--- src/rtl/nts_tx_auth_writer_pkg.sv ---
// NTS shared definitions: authenticator writer FSM states, TX word
// size and address/count widths, common to TX writer and RX verifier.
package nts_tx_auth_writer_pkg;

    typedef enum logic [2:0] {
        ST_IDLE,
        ST_TAG_HI,
        ST_TAG_LO,
        ST_RAM_READ,
        ST_RAM_CAPTURE,
        ST_RAM_WRITE
    } nts_auth_state_t;

    localparam int TX_ADDR_WIDTH  = 8;
    localparam int RAM_ADDR_WIDTH = 8;
    localparam int RAM_DATA_WIDTH = 64;
    localparam int BYTE_CNT_WIDTH = 10;
    localparam int WORD_BYTES     = 8;

    // 64-bit TX word size code
    localparam logic [2:0] TX_WORDSIZE = 3'd3;

    // RAM copies move whole 64-bit words only, and never zero of them.
    function automatic logic copy_len_bad(
        input logic [BYTE_CNT_WIDTH-1:0] bytes
    );
        return (bytes == '0) || (bytes[2:0] != 3'd0);
    endfunction

endpackage

--- src/rtl/nts_tx_auth_writer.sv ---
// NTS TX authenticator writer: copies a 128-bit SIV tag or a run of
// local RAM words into the TX buffer as 64-bit writes.
//
// Ports:
//   i_clk, i_areset_n           clock, async active-low reset
//   o_busy, o_error             FSM not idle; rejected-op pulse
//   i_op_copy_tag/i_op_copy_ram op starts (tag has priority)
//   i_tag, i_ram_addr,
//   i_tx_addr, i_tx_bytes       op arguments, sampled on start
//   o_ram_en/o_ram_addr,
//   i_ram_rdata                 local RAM read port (1-cycle latency)
//   i_tx_wait                   TX stall
//   o_tx_wr_en, o_tx_addr,
//   o_tx_wordsize, o_tx_wr_data TX write port
module nts_tx_auth_writer
    import nts_tx_auth_writer_pkg::*;
#(
    parameter int TX_PORT_WIDTH = 64,
    parameter int ADDR_WIDTH    = TX_ADDR_WIDTH
) (
    input  logic                      i_clk,
    input  logic                      i_areset_n,
    output logic                      o_busy,
    output logic                      o_error,
    input  logic                      i_op_copy_tag,
    input  logic                      i_op_copy_ram,
    input  logic [127:0]              i_tag,
    input  logic [RAM_ADDR_WIDTH-1:0] i_ram_addr,
    input  logic [ADDR_WIDTH+2:0]     i_tx_addr,
    input  logic [BYTE_CNT_WIDTH-1:0] i_tx_bytes,
    output logic                      o_ram_en,
    output logic [RAM_ADDR_WIDTH-1:0] o_ram_addr,
    input  logic [RAM_DATA_WIDTH-1:0] i_ram_rdata,
    input  logic                      i_tx_wait,
    output logic                      o_tx_wr_en,
    output logic [ADDR_WIDTH+2:0]     o_tx_addr,
    output logic [2:0]                o_tx_wordsize,
    output logic [TX_PORT_WIDTH-1:0]  o_tx_wr_data
);

    localparam int TXA_W = ADDR_WIDTH + 3;

    nts_auth_state_t state_q;
    nts_auth_state_t state_d;

    logic [RAM_DATA_WIDTH-1:0] data_q;
    logic [RAM_DATA_WIDTH-1:0] tag_lo_q;
    logic [TXA_W-1:0]          tx_addr_q;
    logic [RAM_ADDR_WIDTH-1:0] ram_addr_q;
    logic [BYTE_CNT_WIDTH-1:0] bytes_q;
    logic                      error_q;

    logic start_tag;
    logic start_ram;
    logic reject;
    logic ram_en;
    logic wr_state;
    logic tx_fire;

    always_ff @(posedge i_clk or negedge i_areset_n) begin
        if (!i_areset_n) begin
            state_q <= ST_IDLE;
        end else begin
            state_q <= state_d;
        end
    end

    always_comb begin
        state_d   = state_q;
        start_tag = 1'b0;
        start_ram = 1'b0;
        reject    = 1'b0;
        ram_en    = 1'b0;
        wr_state  = 1'b0;
        unique case (state_q)
            ST_IDLE: begin
                if (i_op_copy_tag) begin
                    start_tag = 1'b1;
                    state_d   = ST_TAG_HI;
                end else if (i_op_copy_ram) begin
                    if (copy_len_bad(i_tx_bytes)) begin
                        reject = 1'b1;
                    end else begin
                        start_ram = 1'b1;
                        state_d   = ST_RAM_READ;
                    end
                end
            end
            ST_TAG_HI: begin
                wr_state = 1'b1;
                if (!i_tx_wait) state_d = ST_TAG_LO;
            end
            ST_TAG_LO: begin
                wr_state = 1'b1;
                if (!i_tx_wait) state_d = ST_IDLE;
            end
            ST_RAM_READ: begin
                ram_en  = 1'b1;
                state_d = ST_RAM_CAPTURE;
            end
            ST_RAM_CAPTURE: begin
                state_d = ST_RAM_WRITE;
            end
            ST_RAM_WRITE: begin
                wr_state = 1'b1;
                if (!i_tx_wait) begin
                    // last word when only one word's worth remains
                    if (bytes_q == BYTE_CNT_WIDTH'(WORD_BYTES))
                        state_d = ST_IDLE;
                    else
                        state_d = ST_RAM_READ;
                end
            end
            default: begin
                state_d = ST_IDLE;
            end
        endcase
    end

    assign tx_fire = wr_state && !i_tx_wait;

    always_ff @(posedge i_clk or negedge i_areset_n) begin
        if (!i_areset_n) begin
            data_q     <= '0;
            tag_lo_q   <= '0;
            tx_addr_q  <= '0;
            ram_addr_q <= '0;
            bytes_q    <= '0;
            error_q    <= 1'b0;
        end else begin
            error_q <= reject;
            if (start_tag) begin
                data_q    <= i_tag[127:64];
                tag_lo_q  <= i_tag[63:0];
                tx_addr_q <= i_tx_addr;
            end
            if (start_ram) begin
                ram_addr_q <= i_ram_addr;
                tx_addr_q  <= i_tx_addr;
                bytes_q    <= i_tx_bytes;
            end
            if (state_q == ST_RAM_CAPTURE) begin
                data_q <= i_ram_rdata;
            end
            if (tx_fire) begin
                // address wraps naturally at the register width
                tx_addr_q <= tx_addr_q + TXA_W'(WORD_BYTES);
                if (state_q == ST_TAG_HI) begin
                    data_q <= tag_lo_q;
                end
                if (state_q == ST_RAM_WRITE) begin
                    ram_addr_q <= ram_addr_q + 1'b1;
                    bytes_q    <= bytes_q - BYTE_CNT_WIDTH'(WORD_BYTES);
                end
            end
        end
    end

    // Address/data are presented for the whole write state, so they stay
    // stable across TX stalls; they are zero everywhere else.
    always_comb begin
        o_tx_wr_data = '0;
        if (wr_state) o_tx_wr_data[RAM_DATA_WIDTH-1:0] = data_q;
    end

    assign o_busy        = (state_q != ST_IDLE);
    assign o_error       = error_q;
    assign o_ram_en      = ram_en;
    assign o_ram_addr    = ram_en ? ram_addr_q : '0;
    assign o_tx_wr_en    = tx_fire;
    assign o_tx_addr     = wr_state ? tx_addr_q : '0;
    assign o_tx_wordsize = TX_WORDSIZE;

endmodule

--- config.mk ---
export PLATFORM = sky130hd
export DESIGN_NAME = nts_tx_auth_writer
export DESIGN_NICKNAME = d
export VERILOG_FILES = /design/src/rtl/nts_tx_auth_writer_pkg.sv /design/src/rtl/nts_tx_auth_writer.sv
export SDC_FILE = /design/constraint.sdc
export NUM_CORES = 1
export LEC_CHECK = 0
export ABC_AREA = 1
export CAP_MARGIN = 20
export CORE_MARGIN = 1.5
export CORE_UTILIZATION = 45
export DETAILED_ROUTE_END_ITERATION = 8
export MAX_ROUTING_LAYER = met4
export PLACE_DENSITY_LB_ADDON = 0.05
export SLEW_MARGIN = 40
export SYNTH_ARGS = -nofsm -noshare
export SYNTH_HDL_FRONTEND = slang
export SYNTH_SLANG_ARGS = --single-unit
export TNS_END_PERCENT = 20
--- constraint.sdc ---
create_clock -name i_clk -period 2 [get_ports i_clk]
set_input_delay 0.6 -clock i_clk [delete_from_list [all_inputs] [get_ports i_clk]]
set_output_delay 0.6 -clock i_clk [all_outputs]
set_load 0.05 [all_outputs]
==> results of run 1 <==
==> how the worst max path moves through the flow <==
stage	from	to	slack (ps)	depth (start not counted)
6_report	state_q[0]$_DFFE_PN0P_	o_ram_addr[6]	-270	7
5_1_grt	state_q[2]$_DFFE_PN0P_	o_tx_wr_data[52]	-360	7
4_1_cts	state_q[1]$_DFFE_PN0P_	o_ram_addr[7]	-290	7
3_5_place_dp	i_tx_wait	o_tx_wr_en	-160	5
3_3_place_gp	i_tx_wait	o_tx_wr_en	-120	5
2_1_floorplan	state_q[0]$_DFFE_PN0P_	o_ram_addr[0]	-250	4
==> cell usage in the layout, fill, tap and decap left out, types with 5 or more instances in the layout <==
cell / n
clkdlybuf4s50_1: 224
o21ai_0: 216
nand2_1: 210
inv_1: 172
dfrtp_1: 161
nor2_1: 121
o22ai_1: 64
buf_12: 63
buf_4: 45
nor2_4: 43
buf_6: 42
nor2_2: 35
nand3_1: 24
clkbuf_16: 18
inv_2: 5
nand4_1: 5
==> per-stage QoR <==
| stage | hold WS, ps | cell area [um^2] | instances | worst slack [ps] |
|---|---|---|---|---|
| 2_1_floorplan | 304.4 | 8711 | 1159 | -245.1 |
| 3_3_place_gp | 457.4 | 12840 | 1692 | -120.2 |
| 3_5_place_dp | 463.5 | 12840 | 1692 | -160.4 |
| 4_1_cts | 61.94 | 13820 | 1728 | -294.8 |
| 5_1_grt | 57.97 | 13900 | 1731 | -356.5 |
| 6_report | 58.96 | 13910 | 1732 | -273.7 |
==> power by group <==
part | switching, mW | internal (mW) | total (mW)
Sequential | 0.584 | 4.86 | 5.44
Clock | 1.33 | 2.00 | 3.33
Combinational | 8.78 | 5.80 | 14.6
Total | 10.7 | 12.7 | 23.4
==> state kept, by name (all words and copies together), names as in the netlist <==
register	count
ram_addr_q	8
o_error	1
data_q	64
state_q	3
tag_lo_q	64
tx_addr_q	11
bytes_q	10
==> worst reg2reg max path, cell delays in order, from the launching register on <==
cell	delay [ps]
dfrtp_1	410
buf_4	170
nor2_4	130
nand2_4	110
nor2_4	120
buf_12	160
buf_12	210
o21ai_0	110
nor2_1	140
o22ai_1	90
==> cells by family after synthesis <==
| kind of cell | synth area share |
|---|---|
| buf+inv | 0.1215 |
| fa+ha+maj | 0.004438 |
| other cells | 0.0008879 |
| compound gates | 0.1787 |
| flops | 0.4763 |
| simple gates | 0.2130 |
| xor+xnor | 0.005178 |
==> cell type report <==
class | instances | area (um^2) | share of cell area
clock inverter | 12 | 157.7 | 0.01134
clock buffer | 20 | 446.7 | 0.03212
timing repair inverter | 1 | 11.26 | 0.0008098
multi-input combinational | 747 | 3827 | 0.2752
timing repair buffer | 380 | 4439 | 0.3192
sequential | 161 | 4029 | 0.2897
antenna | 2 | 5.005 | 0.0003599
tap | 229 | 286.5 | 0.02060
inverter | 180 | 703.2 | 0.05057
==> repair_timing <==
item,CTS,global route
gates cloned,2,1
setup endpoints to repair,86,86
gates resized for setup,87,12
hold endpoints to repair,0,0
setup buffers,2,1
pin swaps,3,5
==> layer usage <==
layer | routed length, um | part of all wire | track usage
met5 | 0 | 0 | -
met4 | 872 | 0.032 | 0.1114
met3 | 1878 | 0.070 | 0.07966
met2 | 13510 | 0.50 | 0.4912
met1 | 10660 | 0.40 | 0.3225
==> reports/results.tsv, run 1 <==
stage	metric	value	unit
synth	yosysSeqAreaShare	0.4763	
global_routing	grt_pass1_wl	43360	um
floorplanning	dieArea	19630	um^2
run_status	outcome	finished, violations left	
synth	syn_area_per_cell	7.304	um^2
global_routing	antenna_found_initial	1	
place	place.port_buffers	312	
worst_setup_path	slowest_delay	380	ps
timing	finalWorstSetupSlack	-273.7	ps
detailed_routing	drt_iter0_markers	378	
floorplanning	die_x	140.1	um
run_status	violations	negative setup slack	
synth	ys_ff_latch	161	
power_and_ir_drop	peakVddDrop	1055	uV
floorplanning	dieHeight	140.1	um
power_and_ir_drop	fin_total_pwr	23.36	mW
synth	synthTopCellsByArea	dfrtp_1, o21ai_0, nand2_1, nor2_1, inv_1	
detailed_routing	route.antenna.remaining_nets	0	
timing	maxSlewViolCount	0	
worst_setup_path	critPathSlowestCell	dfrtp_1	
place	place_hpwl	19020	um
global_routing	grt_pass1_vias	8724	
power_and_ir_drop	power_density	1680	nW/um^2
floorplanning	core	18210	um^2
worst_setup_path	cp_max_fo	5	
worst_setup_path	crit_required	1400	ps
layout	nFillCells	1386	
detailed_routing	wl_per_cell	15.54	um
timing	fin_crit_sh	1.137	
clock_tree	clkTransAtPathRegs	60	ps
clock_tree	cts_sinks	161	
timing	fin_tns_setup	-20130	ps
layout	fin_util	0.7637	
synth	ys_warn_count	0	
detailed_routing	viasPerCell	5.048	
power_and_ir_drop	p_leak	6.355	nW
worst_setup_path	crit_family	buffers and inverters	
clock_tree	cts_hold_buf	0	
worst_setup_path	r2r-end	data_q[6]$_DFF_PN0_	
layout	layout-drive-gt1-share	0.1885	
floorplanning	initial_core_util	0.4645	
synth	yosys.area.top_type	dfrtp_1	
timing	fmax	0.4398	GHz
layout	fin_nets	1717	
synth	yosysTopAreaCellShare	0.4763	
timing	rsz0062_at_grt	yes	
synth	netlist_instances	1158	
detailed_routing	vias	8744	
worst_setup_path	crit_chain	inv_2, buf_6, nor3_4, buf_6, clkinv_8, nor2_4, buf_12	
floorplanning	io_pins	316	
clock_tree	cts-htree-levels	4	
synth	synth_cell_types	32	
synth	synthMostInstantiatedCell	o21ai_0	
hold_path	hp-class	in2async	
worst_setup_path	rrSetupSlack	230	ps
synth	netlist_top_cells_count	o21ai_0, nand2_1, nor2_1, inv_1, dfrtp_1	
synth	async_flop_share	1.000	
synth	synth_area	8458	um^2
worst_setup_path	crit_top_cell	buf_6	
worst_setup_path	reg2reg_depth	9	
job	drv_cap	0	
clock_tree	insertion_delay	430	ps
worst_setup_path	cp.arrival	1670	ps
floorplanning	rows	49	
worst_setup_path	critPathLaunchType	flop	
synth	synth_edf_count	0	
synth	ys.flop_type	dfrtp_1	
timing	period_minus_slack	2274	ps
clock_tree	numCtsBuffers	17	
place	place.gp.congestion	0.9210	
global_routing	track_usage	0.2882	
clock_tree	clockBufferDepth	2	
layout	area_growth	64.41	%
timing	fin_skew	7.373	ps
detailed_routing	detail_route.first_pass.iterations	5	
worst_setup_path	end_kind	primary output	
detailed_routing	drc_errors	0	
timing	setup_viol	86	
detailed_routing	routed_wl	26920	um
worst_setup_path	timing.rr.start	state_q[1]$_DFFE_PN0P_	
global_routing	gr-total-overflow	0	
worst_setup_path	worst-path-buf-inv	5	
global_routing	grt_max_degree	57	
timing	hold_violations	0	
clock_tree	root_buffer	clkbuf_16	
worst_setup_path	crit_type	reg2out	
clock_tree	cts_tree	yes	
Power figures use the tool's default switching activity.
==> inputs of run 2 (changes only) <==
- ABC_CLOCK_PERIOD_IN_PS: not set -> 2000
==> results of run 2 <==
Same layout as run 1: the final DEF is identical, and so are final timing and power.
==> inputs of run 3 (changes only) <==
- ABC_CLOCK_PERIOD_IN_PS: 2000 -> not set
- SETUP_SLACK_MARGIN: not set -> 0.05
==> run 3 against run 2 <==
- the flow still finishes with violations (negative setup slack)
- setup slack worse by 96 ps
- first-iteration DRC count up 25%
- cell area up 2.4%
- combinational power up 5%
- routed wire length up 5.2%
- power up 4.6%
- critical path depth unchanged
- clock-buffer cell count down 1
- register-to-register slack worse by 130 ps
- flip-flop and latch count unchanged
- clock skew up 1.6 ps
- critical endpoint is now o_ram_addr[5]
- highest routed layer unchanged
==> reports/results.tsv, run 3 (same netlist as run 1, synthesis figures left out) <==
stage	metric	value	unit	change
worst_setup_path	rrSetupSlack	100	ps	-130 ps
clock_tree	root_buffer	clkbuf_16		
detailed_routing	drt_iter0_markers	473		+25%
global_routing	grt_pass1_vias	8754		+0.34%
place	place_hpwl	19470	um	+2.4%
power_and_ir_drop	p_leak	6.478	nW	+1.9%
global_routing	grt_max_degree	51		-11%
layout	seqCellArea	4030	um^2	about the same
detailed_routing	wl_per_cell	16.24	um	+4.5%
detailed_routing	viasPerCell	5.117		+1.4%
layout	area_growth	68.33	%	
timing	fin_tns_setup	-24830	ps	-4701 ps
layout	nFillCells	1285		-7.3%
clock_tree	clkTransAtPathRegs	60	ps	about the same
run_status	violations	negative setup slack		
global_routing	track_usage	0.2940		+0.005782
layout	layout-drive-gt1-share	0.2056		+0.01701
global_routing	gr-total-overflow	0		unchanged
worst_setup_path	timing.rr.start	state_q[0]$_DFFE_PN0P_		
floorplanning	io_pins	316		unchanged
layout	layout_commonest_cell	clkdlybuf4s50_1		
worst_setup_path	reg2reg_depth	11		+2
power_and_ir_drop	p_clk_frac	0.149		+0.006
detailed_routing	vias	8919		+2.0%
timing	fin_crit_sh	1.185		+0.04802
timing	period_minus_slack	2370	ps	+96.04 ps
detailed_routing	route.antenna.remaining_nets	0		unchanged
timing	finalWorstSetupSlack	-369.7	ps	-96.04 ps
global_routing	antenna_found_initial	1		unchanged
run_status	outcome	finished, violations left		
floorplanning	dieHeight	140.1	um	unchanged
clock_tree	cts_tree	yes		
timing	hold_violations	0		unchanged
worst_setup_path	crit_type	reg2out		
clock_tree	cts_hold_buf	0		unchanged
floorplanning	rows	49		unchanged
power_and_ir_drop	seq_power_share	0.223		-0.010
clock_tree	cts_sinks	161		unchanged
power_and_ir_drop	comb_power_share	0.628		+0.004
power_and_ir_drop	power.internal	13.29	mW	+5.0%
worst_setup_path	r2r-end	data_q[5]$_DFF_PN0_		
detailed_routing	routed_wl	28310	um	+5.2%
detailed_routing	detail_route.first_pass.iterations	5		unchanged
place	place_inst	1696		+0.24%
power_and_ir_drop	power_density	1717	nW/um^2	+2.2%
hold_path	hp-class	in2async		
timing	setup_viol	86		unchanged
power_and_ir_drop	swShare	0.4561		-0.001822
layout	finalInstanceArea	14240	um^2	+2.4%
layout	fin_util	0.7819		+0.01821
floorplanning	dieArea	19630	um^2	unchanged
timing	fmax	0.4220	GHz	-4.1%
floorplanning	initial_core_util	0.4645		unchanged
place	place.gp.congestion	0.8678		-5.8%
floorplanning	die_x	140.1	um	unchanged
floorplanning	core	18210	um^2	unchanged
layout	final_cells	1743		+0.64%
job	drv_cap	0		unchanged
worst_setup_path	end_kind	primary output		
layout	layout_common_cells	clkdlybuf4s50_1, o21ai_0, nand2_1, inv_1, dfrtp_1		
timing	maxSlewViolCount	0		unchanged
worst_setup_path	cp.arrival	1770	ps	+100 ps
clock_tree	clockBufferDepth	2		unchanged
place	place.port_buffers	312		unchanged
clock_tree	numCtsBuffers	17		unchanged
timing	holdWs	45.27	ps	-13.69 ps
clock_tree	insertion_delay	430	ps	about the same
global_routing	grt_pass1_wl	44030	um	+1.5%
power_and_ir_drop	peakVddDrop	1214	uV	+15%
power_and_ir_drop	p_sw	11.15	mW	+4.2%
worst_setup_path	crit_required	1400	ps	about the same
worst_setup_path	critPathLaunchType	flop		
timing	fin_skew	8.999	ps	+1.627 ps
clock_tree	cts-htree-levels	4		unchanged
layout	multi_input_area	3985	um^2	+4.1%
worst_setup_path	cp_max_fo	4		-1
detailed_routing	drc_errors	0		unchanged
layout	largestRegisters	data_q x64, tag_lo_q x64, tx_addr_q x11		
place	placed_cell_area	12870	um^2	+0.23%
timing	rsz0062_at_grt	yes		
layout	fin_nets	1730		+0.76%
[run 3: cell types whose count changed in the layout (fill, tap and decap cells not counted), moves of 2 or more]
cell / before / now
nor2_4: 43 / 66
nor2_2: 35 / 22
buf_4: 45 / 55
nor2_1: 121 / 111
nand2_1: 210 / 206
nand2_2: 2 / 6
clkinv_4: 2 / 5
o21ai_0: 216 / 213
o21ai_1: 1 / 4
buf_6: 42 / 44
bufinv_16: 3 / 5
clkinvlp_4: 3 / 1
[run 3: layout make-up]
class,count,area share
Antenna cell,1,0.0001758
Clock buffer,19,0.03111
Clock inverter,12,0.01450
Inverter,180,0.04851
Multi-Input combinational cell,747,0.2799
Sequential cell,161,0.2831
Tap cell,229,0.02012
Timing Repair Buffer,393,0.3215
Timing Repair inverter,1,0.001142
[run 3: how the worst max path moves through the flow]
stage | startpoint | end | cells past startpoint
final | state_q[0]$_DFFE_PN0P_ | o_ram_addr[5] | 7
after global routing | state_q[0]$_DFFE_PN0P_ | o_ram_addr[5] | 7
after floorplan | state_q[0]$_DFFE_PN0P_ | o_ram_addr[0] | 4
after CTS | state_q[1]$_DFFE_PN0P_ | o_ram_addr[5] | 7
after global placement | i_op_copy_tag | tx_addr_q[8]$_DFFE_PN0P_ | 9
after detailed placement | i_op_copy_tag | tx_addr_q[6]$_DFFE_PN0P_ | 9
[run 3: through the flow]
stage	worst slack (ps)	power (mW)
global route	-453.5	25.87
floorplan	-245.1	13.81
CTS	-342.7	23.71
finish	-369.7	24.44
global placement	-124.5	18.61
detailed placement	-171.6	18.92
[run 3: power groups by stage]
| stage | Clock [mW] | Combinational [mW] | Sequential [mW] |
|---|---|---|---|
| 4_1_cts | 3.67 | 14.6 | 5.44 |
| 3_5_place_dp | 0 | 13.4 | 5.48 |
| 3_3_place_gp | 0 | 13.2 | 5.43 |
| 6_report | 3.63 | 15.4 | 5.45 |
| 2_1_floorplan | 0 | 8.46 | 5.35 |
| 5_1_grt | 3.80 | 16.5 | 5.62 |
[run 3: repair_timing]
item / CTS / global route
gates resized for setup: 81 / 61
cloned: 3 / 1
setup endpoints to repair: 86 / 96
endpoints found under the hold margin: 0 / 0
pin swaps: 4 / 10
buffers inserted: 7 / 4
[run 3: worst max-delay path, stage by stage, from the launching register on]
cell      delay [ps]
dfrtp_1          390
inv_2             70
buf_6            120
nor3_4           280
buf_6            180
clkinv_8          70
nor2_4           100
buf_12           140
[run 3: layer usage]
metal | track usage | vias up | share of wire
li1 | - | 4332 | -
met1 | 0.3543 | 4164 | 0.40
met2 | 0.4776 | 364 | 0.49
met3 | 0.06667 | 59 | 0.072
met4 | 0.1235 | 0 | 0.037
met5 | - | - | 0
